[config.mk]
export PLATFORM = sky130hd
export DESIGN_NAME = btn_pulse_gen
export DESIGN_NICKNAME = d
export VERILOG_FILES = /design/src/rtl/btn_pulse_gen.sv
export SDC_FILE = /design/constraint.sdc
export NUM_CORES = 1
export LEC_CHECK = 0
export CORE_AREA = 2 2 39 41
export CTS_CLUSTER_DIAMETER = 60
export CTS_CLUSTER_SIZE = 25
export DETAILED_ROUTE_END_ITERATION = 12
export DIE_AREA = 0 0 41 43
export SLEW_MARGIN = 40
export SYNTH_ARGS = -nofsm -noshare
export SYNTH_HDL_FRONTEND = slang
export SYNTH_SLANG_ARGS = --single-unit
export TNS_END_PERCENT = 30
[constraint.sdc]
create_clock -name clk -period 1.6 [get_ports clk]
set_clock_uncertainty 0.1 [all_clocks]
set_input_delay 0.16 -clock clk [delete_from_list [all_inputs] [get_ports clk]]
set_output_delay 0.16 -clock clk [all_outputs]
set_load 0.1 [all_outputs]
[src/rtl/btn_pulse_gen.sv]
// btn_pulse_gen: debounced push-button to single-cycle advance strobe.
// A 2-flop synchronizer feeds a 4-state debounce FSM; an accepted press
// emits one registered pulse. Define BTN_AUTOREPEAT_EN to compile in the
// auto-repeat counter (first repeat after REP_DELAY, then every REP_PERIOD).
module btn_pulse_gen #(
    parameter int unsigned DEB_CYCLES = 16,
    parameter int unsigned REP_DELAY  = 1024,
    parameter int unsigned REP_PERIOD = 256
) (
    input  logic clk,
    input  logic rst,
    input  logic btn_raw,
    output logic pulse,
    output logic level,
    output logic repeating
);

    localparam logic [1:0] IDLE        = 2'd0;
    localparam logic [1:0] DEB_PRESS   = 2'd1;
    localparam logic [1:0] HELD        = 2'd2;
    localparam logic [1:0] DEB_RELEASE = 2'd3;

    localparam int unsigned     DW       = $clog2(DEB_CYCLES) + 1;
    localparam logic [DW-1:0]   DEB_LAST = DW'(DEB_CYCLES - 1);

    if (DEB_CYCLES < 1 || DEB_CYCLES > 65535) begin : g_bad_deb
        $error("btn_pulse_gen: DEB_CYCLES out of range 1..65535");
    end
    if (REP_DELAY < 1 || REP_DELAY > 1048575) begin : g_bad_delay
        $error("btn_pulse_gen: REP_DELAY out of range 1..2^20-1");
    end
    if (REP_PERIOD < 1 || REP_PERIOD > 1048575) begin : g_bad_period
        $error("btn_pulse_gen: REP_PERIOD out of range 1..2^20-1");
    end

    logic          sync1;
    logic          raw_s;
    logic [1:0]    state;
    logic [1:0]    state_nx;
    logic [DW-1:0] deb_cnt;
    logic [DW-1:0] deb_cnt_nx;
    logic          press_fire;
    logic          rep_fire;

    // Two-flop synchronizer for the asynchronous button input
    always_ff @(posedge clk or posedge rst) begin
        if (rst) begin
            sync1 <= 1'b0;
            raw_s <= 1'b0;
        end else begin
            sync1 <= btn_raw;
            raw_s <= sync1;
        end
    end

    // Debounce next-state: count consecutive agreeing samples; the counter
    // only increments below DEB_LAST so it can never wrap
    always_comb begin
        state_nx   = state;
        deb_cnt_nx = deb_cnt;
        press_fire = 1'b0;
        case (state)
            IDLE: begin
                deb_cnt_nx = '0;
                if (raw_s) begin
                    if (DEB_CYCLES == 1) begin
                        state_nx   = HELD;
                        press_fire = 1'b1;
                    end else begin
                        state_nx   = DEB_PRESS;
                        deb_cnt_nx = DW'(1);
                    end
                end
            end
            DEB_PRESS: begin
                if (!raw_s) begin
                    state_nx   = IDLE;
                    deb_cnt_nx = '0;
                end else if (deb_cnt == DEB_LAST) begin
                    state_nx   = HELD;
                    deb_cnt_nx = '0;
                    press_fire = 1'b1;
                end else begin
                    deb_cnt_nx = deb_cnt + DW'(1);
                end
            end
            HELD: begin
                deb_cnt_nx = '0;
                if (!raw_s) begin
                    if (DEB_CYCLES == 1) begin
                        state_nx = IDLE;
                    end else begin
                        state_nx   = DEB_RELEASE;
                        deb_cnt_nx = DW'(1);
                    end
                end
            end
            default: begin
                if (raw_s) begin
                    state_nx   = HELD;
                    deb_cnt_nx = '0;
                end else if (deb_cnt == DEB_LAST) begin
                    state_nx   = IDLE;
                    deb_cnt_nx = '0;
                end else begin
                    deb_cnt_nx = deb_cnt + DW'(1);
                end
            end
        endcase
    end

    // FSM, debounce counter, level and pulse registers
    always_ff @(posedge clk or posedge rst) begin
        if (rst) begin
            state   <= IDLE;
            deb_cnt <= '0;
            level   <= 1'b0;
            pulse   <= 1'b0;
        end else begin
            state   <= state_nx;
            deb_cnt <= deb_cnt_nx;
            level   <= (state_nx == HELD) || (state_nx == DEB_RELEASE);
            pulse   <= press_fire | rep_fire;
        end
    end

`ifdef BTN_AUTOREPEAT_EN
    localparam int unsigned   RMAX = (REP_DELAY > REP_PERIOD) ? REP_DELAY : REP_PERIOD;
    localparam int unsigned   RW   = $clog2(RMAX) + 1;

    logic [RW-1:0] rep_cnt;
    logic          rep_hit;
    logic          counting;

    // Repeat target: REP_DELAY before the first repeat, REP_PERIOD after.
    // A hit while pulse is still high is deferred one cycle (counter holds)
    // so that pulse is never asserted two cycles in a row.
    always_comb begin
        counting = (state == HELD) && raw_s;
        rep_hit  = repeating ? (rep_cnt == RW'(REP_PERIOD - 1))
                             : (rep_cnt == RW'(REP_DELAY - 1));
        rep_fire = counting && rep_hit && !pulse;
    end

    // Repeat counter: restarts at the press pulse, pauses outside steady HELD,
    // clears on return to IDLE
    always_ff @(posedge clk or posedge rst) begin
        if (rst) begin
            rep_cnt   <= '0;
            repeating <= 1'b0;
        end else if (press_fire || state_nx == IDLE) begin
            rep_cnt   <= '0;
            repeating <= 1'b0;
        end else if (rep_fire) begin
            rep_cnt   <= '0;
            repeating <= 1'b1;
        end else if (counting && !rep_hit) begin
            rep_cnt   <= rep_cnt + RW'(1);
        end
    end
`else
    assign rep_fire  = 1'b0;
    assign repeating = 1'b0;
`endif

endmodule

Yosys cells after proc, flatten, opt, wreduce, memory -nomap -nowiden --
Cells that the tools add are included.
Word-level totals: logic and storage cells 30, bits in read-only memories 0, latch bits 0, register bits after elaboration 11, output and inout bits 3, memory bits (writable) 0, memories kept 0
Operators by class: multipliers 0, bitwise operators 0, divide/modulo/power cells 0, eq/ne operators 5, $lt $le $gt $ge 0, multiplexer cells 16, shifts and indexed selects 0, add/subtract/negate cells 1, reduce and logical (&&, ||, !) cells 2
Operators with widths (count):
- $mux 5 | 3
- $pmux 5 s3 | 1
- $mux 2 | 6
- $eq 2x2->1 const B | 3
- $pmux 2 s3 | 1
- $add 5x1->5 const B | 1
- $eq 5x4->1 const B | 1
- $mux 1 | 5
- $eq 2x1->1 const B | 1
- $logic_not 2->1 | 1
- $logic_or 1x1->1 | 1

Longest topological paths before layout --
word-level depth 6, depth in mapped cells 4, gate-level depth less buffers 4

Worst setup path after synthesis --
OpenSTA, ideal clock, no wires.
kind flip-flop to flip-flop, from register state[1], to register deb_cnt[1], data arrival time 1.461 ns, cell stages (with the launch flop) 4, setup slack -0.050 ns, data required time 1.412 ns, cells stage by stage dfrtp_1 > xor2_1 > nand2_1 > nor3b_1
On the way: longest elaborated chain between the ends 2
Ends and longest elaborated chain:
- start: declaration | line 38 | logic [1:0] state;
- start signal: assignment | line 120 | state <= state_nx;
- $eq 2x2->1, or another cell as far along | line 62 | case (state)
- $pmux 5 s3 (*) | line 62
- net deb_cnt_nx[1] | line 41 | logic [DW-1:0] deb_cnt_nx;
- end signal: assignment | line 121 | deb_cnt <= deb_cnt_nx;
- end: declaration | line 40 | logic [DW-1:0] deb_cnt;
Mark *: on every way through the listed nets, which the timed path passes. The rest lies on a longest branch.

Final worst setup path --
from register deb_cnt[0], to register state[1]
On the way: longest elaborated chain between the ends 4
Ends and longest elaborated chain:
- $eq 5x4->1 (*) | line 79, 102
- $mux 2 (on tied branches) | line 102, 79
- $mux 2 (on tied branches) | line 99, 76
- $pmux 2 s3 (*) | line 62
- net state_nx[1] | line 39 | logic [1:0] state_nx;
Marked as above.

==> impl_metrics.yaml <==
run_status:
  status: "complete, no violations"
final_layout:
  instances_no_fill: 59
  syn_to_final_growth_pct: 28.4
  postLayoutCoreUtil: 0.384
  nNetsFinal: 48
  num_antenna_cells: 0
  drive_above_1_share: 0.233
sta:
  drv_slew: 0
  max_freq_mhz: 688
  setup_slack_ps: 146
  finalSetupViolCount: 0
  final.setup.tns_ps: 0
  layout_min_cycle_time_ps: 1450
  rsz0062_at_grt: "no"
  hold_viol: 0
  finalCritPeriodShare: 0.909
yosys:
  syn_avg_cell_area_um2: 11.8
  syn-num-nets: 39
  yosys.cell_types.count: 19
  synth_xor_area_frac: 0.0423
  synth_seq_cells: 10
  synth-adder-area-share: 0.0302
  synth-compound-area-share: 0.0151
  synthSimpleGateAreaFrac: 0.236
  synth_seq_area_share: 0.604
  muxShareOfSynthArea: 0.0363
  syn_area_um2: 414
  ys_warn_count: 0
  synth_top_family_by_area: "simple AND/OR/NAND/NOR gates"
  synth_cells: 35
clock_network:
  clk_latency_ps: 260
  root_buffer: "clkbuf_4"
  cts_buffer_depth: 2
  cts_resized: 0
  htree_levels: 1
  post_cts_buffers: 0
  cts_tree: "yes"
  cts.sinks: 10
  clk_pin_slew_ps: 70
  hold_buffers: 0
  cts_buffers: 3
global_route:
  grt_pass1_wl_mm: 1.04
  grt_max_degree: 11
  antenna_found_initial: 0
  grt_pass1_vias: 272
  globalRouteTotalUtil: 0.0862
  overflow: 0
critical_path:
  worstPathRequired_ps: 1640
  critPathMaxFanout: 4
  cp-start-kind: "flip-flop"
  worstPathArrival_ps: 1500
  critPathKind: "flip-flop to flip-flop"
  worstSetupEndpointType: "flip-flop"
detailed_routing:
  post_drt_wl_per_cell_um: 9.83
  drt-pass1-iter-count: 2
  drcViolationCount: 0
  drtAntennaViolNets: 0
  vias_per_cell: 4.51
  drt_iter0_drc: 6
  wl_um: 580
  vias: 266
placement:
  preCtsSetupSlack_ps: 160
  gp_congestion: 0.655
  dpl.cell_count: 55
  port_buffers: 4
pwr:
  p_per_area_mw_per_mm2: 972
  ir_drop_mv: 0.500
  power_mw: 0.517
  power.leakage_nw: 0.240
floorplan:
  num_rows: 14
  start_util: 0.299
  design.portCount: 6
  fp.dieH_um: 43
  die-area_mm2: 0.00176
  core_area_mm2: 0.00138
  die_w_um: 41
hold_path:
  hold_class: "input pin to asynchronous set/reset pin"
job:
  drv_cap: 0
power breakdown:
part | internal (mW) | total, mW | switching [mW]
Combinational | 0.0112 | 0.0319 | 0.0207
Sequential | 0.260 | 0.266 | 0.00598
Clock | 0.138 | 0.219 | 0.0812
Total | 0.409 | 0.517 | 0.108
layout make-up:
class                      instances  area, um^2
fill                             143         852
timing repair buffer               5        67.6
inverter                           1        3.75
clock buffer                       4        36.3
tap                               16        20.0
multi-input combinational         23         153
sequential                        10         251
through the flow:
stage	cell area [um^2]	hold WS [ps]
2_1_floorplan	415	-99.9
3_3_place_gp	495	240
3_5_place_dp	495	236
4_1_cts	532	78.0
5_1_grt	532	118
6_report	532	66.9
synthesized netlist by cell type (all sizes together):
library cell | count | area (um^2)
nand3 | 2 | 10.0
conb | 1 | 3.75
xnor2 | 1 | 8.76
nand2b | 2 | 12.5
ha | 1 | 12.5
nor2 | 2 | 7.51
and2 | 1 | 6.26
and4b | 1 | 10.0
nand4b | 1 | 8.76
nand2 | 5 | 21.3
xor2 | 1 | 8.76
inv | 1 | 3.75
and3 | 1 | 6.26
nor3b | 2 | 15.0
buf | 1 | 7.51
dfrtp | 10 | 250
a31oi | 1 | 6.26
mux2 | 1 | 15.0
path summary, 6_finish.rpt:
kind                             from          to  slack (ps)  cells after the start
max                        deb_cnt[0]    state[1]         150                      4
max reg2reg                deb_cnt[0]    state[1]         150                      4
min in group clk              btn_raw       sync1         240                      1
min                               rst  deb_cnt[2]          70                      2
min reg2reg                     sync1       raw_s         260                      0
max in group asynchronous         rst    state[1]        1050                      2
per-layer routing:
layer	wire length, um	share of wire	global-route usage	vias to the layer above
met2	274	0.47	0.113	5
met4	0	0	0.0400	0
met1	290	0.50	0.134	129
li1	-	-	-	132
met5	0	0	0	-
met3	15	0.026	0.0157	0
cell families (layout without fill, tap and decap cells):
family	count (synthesis)	count (layout)
mux	1	1
flops	10	10
fa+ha+maj	1	1
xor+xnor	2	2
other cells	1	1
compound gates	1	1
buf+inv	2	10
simple gates	17	17
cells in the final DEF, fill, tap and decap left out, types with 2 or more instances in the layout:
cell,Yosys,final
nor3b_1,2,2
nor2_1,2,2
nand3_1,2,2
dfrtp_1,10,9
clkbuf_4,0,3
nand2_1,4,4
buf_12,0,2
nand2b_1,2,2
clkdlybuf4s50_1,0,2
sequential cells by signal, indices dropped and copies added, names as in the netlist:
register	count
deb_cnt	5
state	2
pulse	1
raw_s	1
sync1	1
critical path, cell delays in order (launching register included):
cell and delay (ps):
dfrtp_1 410, ha_1 220, and4b_1 210, nand2_2 110, mux2_4 300
Power figures use the tool's default switching activity.
